==> config.mk <==
export PLATFORM = sky130hd
export DESIGN_NAME = fetch_stage
export DESIGN_NICKNAME = d
export VERILOG_FILES = /design/src/rtl/fetch_pkg.sv /design/src/rtl/fetch_fifo.sv /design/src/rtl/fetch_stage.sv
export SDC_FILE = /design/constraint.sdc
export NUM_CORES = 1
export LEC_CHECK = 0
export CAP_MARGIN = 10
export CORE_MARGIN = 2
export CORE_UTILIZATION = 47
export CTS_CLUSTER_DIAMETER = 50
export DETAILED_ROUTE_END_ITERATION = 16
export PLACE_DENSITY = 0.76
export SYNTH_ARGS = -nofsm -noshare
export SYNTH_HDL_FRONTEND = slang
export SYNTH_SLANG_ARGS = --single-unit
==> constraint.sdc <==
create_clock -name clk -period 5.6 [get_ports clk]
set_clock_uncertainty 0.15 [all_clocks]
set_input_delay 1.12 -clock clk [delete_from_list [all_inputs] [get_ports clk]]
set_output_delay 1.12 -clock clk [all_outputs]
set_load 0.05 [all_outputs]
==> src/rtl/fetch_pkg.sv <==
// -----------------------------------------------------------------------------
// fetch_pkg
// Types and constants shared by the fetch stage and its fetch buffer.
//   FETCH_ADDR_W  : PC width in bits that the fetch_entry_t layout is built for
//   NOP_INSTR     : word presented to decode whenever no instruction is valid
//   fetch_entry_t : one buffered fetch result {pc, instr}
// -----------------------------------------------------------------------------
package fetch_pkg;

  localparam int          FETCH_ADDR_W = 32;
  localparam logic [31:0] NOP_INSTR    = 32'h4000_0009;

  typedef struct packed {
    logic [FETCH_ADDR_W-1:0] pc;
    logic [31:0]             instr;
  } fetch_entry_t;

endpackage

==> src/rtl/fetch_fifo.sv <==
// -----------------------------------------------------------------------------
// fetch_fifo
// DEPTH-entry circular buffer of fetch_entry_t between the instruction memory
// response and the decode stage.
// Ports:
//   clk, rst : clock, asynchronous active-high reset
//   push     : write din at the tail
//   pop      : drop the head entry (ignored when empty)
//   flush    : discard all entries; has priority over push and pop
//   din      : entry to write
//   count    : number of valid entries
//   head     : oldest entry (undefined contents while count == 0)
// -----------------------------------------------------------------------------
module fetch_fifo
  import fetch_pkg::*;
#(
  parameter  int DEPTH = 2,
  localparam int PW    = (DEPTH > 1) ? $clog2(DEPTH) : 1,
  localparam int CW    = $clog2(DEPTH + 1)
) (
  input  logic         clk,
  input  logic         rst,
  input  logic         push,
  input  logic         pop,
  input  logic         flush,
  input  fetch_entry_t din,
  output logic [CW-1:0] count,
  output fetch_entry_t head
);

  fetch_entry_t  mem [DEPTH];
  logic [PW-1:0] rd_ptr;
  logic [PW-1:0] wr_ptr;
  logic          do_push;
  logic          do_pop;

  // Pointers wrap explicitly so non-power-of-two depths also work.
  function automatic logic [PW-1:0] ptr_inc(input logic [PW-1:0] p);
    return (p == PW'(DEPTH - 1)) ? '0 : p + PW'(1);
  endfunction

  assign do_pop  = pop && (count != '0);
  // A full buffer can still accept a write when the head leaves in the same
  // cycle: the freed slot is the one being written.
  assign do_push = push && ((count != CW'(DEPTH)) || do_pop);

  // NOTE: the storage array has no reset; validity is tracked by count alone,
  // which keeps the data path free of reset fan-out.
  always_ff @(posedge clk) begin
    if (do_push && !flush) begin
      mem[wr_ptr] <= din;
    end
  end

  // NOTE: all sequential state is updated with non-blocking assignments so
  // every register samples pre-edge values regardless of statement order.
  always_ff @(posedge clk or posedge rst) begin
    if (rst) begin
      rd_ptr <= '0;
      wr_ptr <= '0;
      count  <= '0;
    end else if (flush) begin
      rd_ptr <= '0;
      wr_ptr <= '0;
      count  <= '0;
    end else begin
      if (do_push) wr_ptr <= ptr_inc(wr_ptr);
      if (do_pop)  rd_ptr <= ptr_inc(rd_ptr);
      case ({do_push, do_pop})
        2'b10:   count <= count + CW'(1);
        2'b01:   count <= count - CW'(1);
        default: count <= count;
      endcase
    end
  end

  assign head = mem[rd_ptr];

endmodule

==> src/rtl/fetch_stage.sv <==
// -----------------------------------------------------------------------------
// fetch_stage
// IF stage of the 5-stage pipeline. Owns the PC, drives the synchronous
// instruction memory (1-cycle read latency), buffers returned words and hands
// them to decode with a valid/ready handshake. Redirects from EX flush the
// buffer and kill any outstanding memory read.
// Parameters:
//   ADDR_W   : PC width (must equal fetch_pkg::FETCH_ADDR_W)
//   IM_AW    : instruction-memory word-address width
//   DEPTH    : fetch-buffer entries (>= 2 for one instruction per cycle)
//   RESET_PC : PC loaded on reset
// Ports:
//   clk, rst                    : clock, asynchronous active-high reset
//   redirect_valid, redirect_pc : PC change request from EX (low 2 bits ignored)
//   im_en, im_addr              : IM read request (combinational)
//   im_rdata                    : IM read data, valid the cycle after im_en
//   id_valid, id_ready          : decode handshake
//   id_instr, id_pc             : head instruction and its PC (NOP / 0 when idle)
// -----------------------------------------------------------------------------
module fetch_stage
  import fetch_pkg::*;
#(
  parameter int                ADDR_W   = FETCH_ADDR_W,
  parameter int                IM_AW    = 14,
  parameter int                DEPTH    = 2,
  parameter logic [ADDR_W-1:0] RESET_PC = '0
) (
  input  logic              clk,
  input  logic              rst,
  input  logic              redirect_valid,
  input  logic [ADDR_W-1:0] redirect_pc,
  output logic              im_en,
  output logic [IM_AW-1:0]  im_addr,
  input  logic [31:0]       im_rdata,
  output logic              id_valid,
  input  logic              id_ready,
  output logic [31:0]       id_instr,
  output logic [ADDR_W-1:0] id_pc
);

  localparam int CW = $clog2(DEPTH + 1);

  logic [ADDR_W-1:0] pc;
  logic [ADDR_W-1:0] inflight_pc;
  logic              inflight;
  logic [CW-1:0]     count;
  logic [CW:0]       occupancy;
  logic              pop;
  logic              push;
  logic              issue;
  fetch_entry_t      head;
  fetch_entry_t      resp;

  assign id_valid  = (count != '0);
  assign pop       = id_valid & id_ready;

  // Buffered entries plus the outstanding read. Issuing only while this is
  // below DEPTH (or a slot frees this cycle) guarantees the response always
  // has room, so no back-pressure on the memory side is needed.
  assign occupancy = {1'b0, count} + (CW + 1)'(inflight);
  assign issue     = !redirect_valid && ((occupancy < (CW + 1)'(DEPTH)) || pop);

  assign im_en     = issue;
  assign im_addr   = pc[IM_AW+1:2];

  // A redirect in the response cycle kills the returning word.
  assign push      = inflight && !redirect_valid;
  assign resp      = '{pc: inflight_pc, instr: im_rdata};

  fetch_fifo #(
    .DEPTH (DEPTH)
  ) u_fifo (
    .clk   (clk),
    .rst   (rst),
    .push  (push),
    .pop   (pop),
    .flush (redirect_valid),
    .din   (resp),
    .count (count),
    .head  (head)
  );

  assign id_instr = id_valid ? head.instr : NOP_INSTR;
  assign id_pc    = id_valid ? head.pc    : '0;

  always_ff @(posedge clk or posedge rst) begin
    if (rst) begin
      pc          <= RESET_PC;
      inflight    <= 1'b0;
      inflight_pc <= '0;
    end else if (redirect_valid) begin
      pc       <= {redirect_pc[ADDR_W-1:2], 2'b00};
      inflight <= 1'b0;
    end else begin
      inflight <= issue;
      if (issue) begin
        pc          <= pc + ADDR_W'(4);
        inflight_pc <= pc;
      end
    end
  end

endmodule

==> impl_metrics.csv <==
group,metric,value,unit
clock_network,numCtsBuffers,17,
place,place_inst,906,
die,io_pins,148,
clock_network,clk_latency,0.42,ns
clock_network,clk_pin_slew,0.07,ns
place,gp_congestion,0.8182,
yosys,avgSynthCellArea,13.66,um2
detailed_routing,drt_first_pass_iters,5,
grt,antenna_found_initial,0,
pwr,pwr-share-seq,0.489,
pwr,p_leak,3.523,nW
yosys,synth_area,0.007966,mm2
die,core,0.01658,mm2
critical_path,endpoint_kind,"output port",
yosys,ys_seq_elements,189,
yosys,synth_cell_type_count,46,
sta,hold_viol,0,
pwr,power_density,347.3,mW/mm2
yosys,synth-async-reset-ratio,0.3439,
sta,rsz0062_at_grt,"no",
grt,overflow,0,
run_status,outcome,"finished, final reports clean",
finish,n_fill_cell,1253,
detailed_routing,vias_per_cell,5.401,
detailed_routing,postRouteAntennaNets,0,
finish,antenna_cells,0,
clock_network,cts_resized,0,
yosys,syn_inst,583,
finish,drive_gt1_frac,0.1100,
yosys,seq_area_frac_synth,0.6716,
die,placementRows,47,
yosys,synth-simple-area-share,0.1022,
place,placed_cell_area,0.009492,mm2
detailed_routing,drt-total-wl,16360,um
yosys,synth_compound_area_frac,0.05733,
detailed_routing,first_iter_violations,329,
sta,fin_setup_tns,0,ns
clock_network,post_cts_buffers,0,
sta,period_share,0.7371,
finish,regArea,0.005354,mm2
critical_path,crit_chain,"nor2_4 > buf_4 > nor2_1 > clkdlybuf4s50_1",
sta,fin_crit,4.128,ns
pwr,power.share.clock,0.350,
clock_network,cts_hold_buffers,0,
finish,multi_input_area,0.002355,mm2
finish,final_nets,774,
finish,finalInstanceArea,0.01011,mm2
grt,grt_use_total,0.1866,
critical_path,cp_data_arrival_time,2.86,ns
critical_path,critPathLaunchType,"flip-flop",
pwr,p_comb_frac,0.161,
sta,slew_viol_final,0,
yosys,synth-xor-area-share,0.01099,
place,pre_cts_ws,1.610,ns
finish,fin_cells,938,
die,die-area,0.01801,mm2
clock_network,tritoncts,"yes",
pwr,p_int,2.565,mW
yosys,yosys_warnings,0,
job,drv_cap,0,
clock_network,cts_num_sinks,189,
yosys,synth_top_family_by_area,"multiplexers",
min_path,hold_path_class,"reg -> reg",
critical_path,cp.required,4.33,ns
die,initial_core_util,0.4804,
clock_network,cts-root-buf,"clkbuf_16",
yosys,synthAdderAreaFrac,0.001571,
finish,mostFrequentLayoutCells,"142 x clkdlybuf4s50_1, 124 x edfxtp_1, 81 x nor2_1, 64 x dfrtp_1, 63 x mux2i_1",
sta,worstMarginPinSlew,1.147,ns
place,io_buffers,143,
finish,area.growth.synth_to_final,26.97,%
yosys,synth_ff_type,"edfxtp_1",
grt,grt_pass1_vias,5069,
clock_network,clockBufferDepth,2,
yosys,synth-edff-count,124,
critical_path,cpPeakStageDelay,0.72,ns
critical_path,cp_max_fo,37,
detailed_routing,num_vias,5066,
sta,clock.fmax,242.3,MHz
die,die_w,134.2,um
detailed_routing,wl_per_cell,17.44,um
die,die_h,134.2,um
sta,setup_viol,0,
sta,worst_slack,1.472,ns
critical_path,setup.worst_path.class,"reg -> out",
critical_path,slowest_stage,"clkdlybuf4s50_1",
detailed_routing,route.detailed.drc,0,
grt,grt_pass1_wl,26000,um
pwr,p_sw,948.7,uW
pwr,p_sw_frac,0.2700,
sta,relSlewSlack,0.2356,
yosys,synth.mux.area_fraction,0.1187,
pwr,peakVddDrop,0.2336,mV
place,dp_hpwl,10310,um
grt,grt_max_degree,66,
finish,layout_commonest_cell,"clkdlybuf4s50_1",
clock_network,h-tree-depth,4,
-- final timing paths --
| check | start | endpoint | slack, ns | cells after the start |
|---|---|---|---|---|
| min in group asynchronous | rst | inflight_pc[5] | 1.12 | 3 |
| setup / recovery | u_fifo.count[0] | id_instr[21] | 1.47 | 4 |
| hold reg to reg | inflight_pc[12] | u_fifo.mem[0][44] | 0.31 | 0 |
| setup reg to reg | u_fifo.count[0] | pc[21] | 3.10 | 4 |
| max in group asynchronous | rst | u_fifo.rd_ptr | 3.54 | 3 |
| hold / removal | inflight_pc[12] | u_fifo.mem[0][44] | 0.31 | 0 |
-- state kept, by name, summed over array words and instances (netlist names) --
name           flops
u_fifo.mem       124
pc                30
u_fifo.rd_ptr      1
u_fifo.count       2
inflight           1
inflight_pc       30
u_fifo.wr_ptr      1
-- synth_stat cells, types with 3 or more instances --
library cell,n,area share
a31oi_1,15,0.012
and2_1,3,0.0024
and4_1,5,0.0055
buf_1,3,0.0014
buf_2,8,0.0050
buf_4,17,0.016
clkbuf_1,18,0.0085
dfrtp_1,65,0.20
edfxtp_1,124,0.47
inv_1,6,0.0028
mux2_2,28,0.040
mux2i_1,63,0.079
nand2_1,30,0.014
nand3_1,13,0.0082
nand4_1,8,0.0063
nor2_1,82,0.039
o2111ai_1,3,0.0033
o211ai_1,5,0.0047
o21ai_0,17,0.011
o31ai_1,13,0.012
or4_1,16,0.015
xor2_1,8,0.0088
-- worst max-delay path, delay by kind of cell, from the launching register on --
kind | cells | cell delay [ns]
DFF | 1 | 0.48
buffers and inverters | 2 | 1.20
and+or+nand+nor | 2 | 0.75
-- power groups by stage --
stage                     sequential, mW  combinational [mW]  clock [mW]
final                               1.72               0.566        1.23
after global routing                1.73               0.603        1.31
after CTS                           1.72               0.571        1.26
after detailed placement            1.75               0.569           0
after global placement              1.73               0.556           0
after floorplan                     1.70               0.411           0
-- cell families (layout without fill, tap and decap cells) --
family,after synthesis,after routing
buf+inv,55,189
compound gates,67,67
fa+ha+maj,1,1
simple gates,169,169
other cells,1,2
mux,91,91
flops,189,189
xor+xnor,10,10
-- per-stage QoR --
| stage | hold WS, ns | utilization | power, mW |
|---|---|---|---|
| floorplan | 0.2866 | - | 2.110 |
| finish | 0.3087 | 0.6099 | 3.513 |
| CTS | 0.3106 | 0.6099 | 3.545 |
| global route | 0.3191 | 0.6099 | 3.641 |
| global placement | 0.2944 | 0.5724 | 2.291 |
| detailed placement | 0.3013 | 0.5724 | 2.315 |
-- area by class of cell --
type                    count  share of cell area
clock inverters             9            0.009030
flip-flops and latches    189              0.5293
inverters                   7            0.002598
repair buffers            150              0.1465
clock buffers              23             0.05257
well taps                 220             0.02721
multi-input cells         340              0.2328
-- layer usage --
layer | share of wire | track usage | wire [um]
met1 | 0.43 | 0.2410 | 7057
met2 | 0.49 | 0.3121 | 8055
met3 | 0.057 | 0.03855 | 936
met4 | 0.019 | 0.07193 | 308
met5 | 0 | 0 | 0
Power figures use the tool's default switching activity.
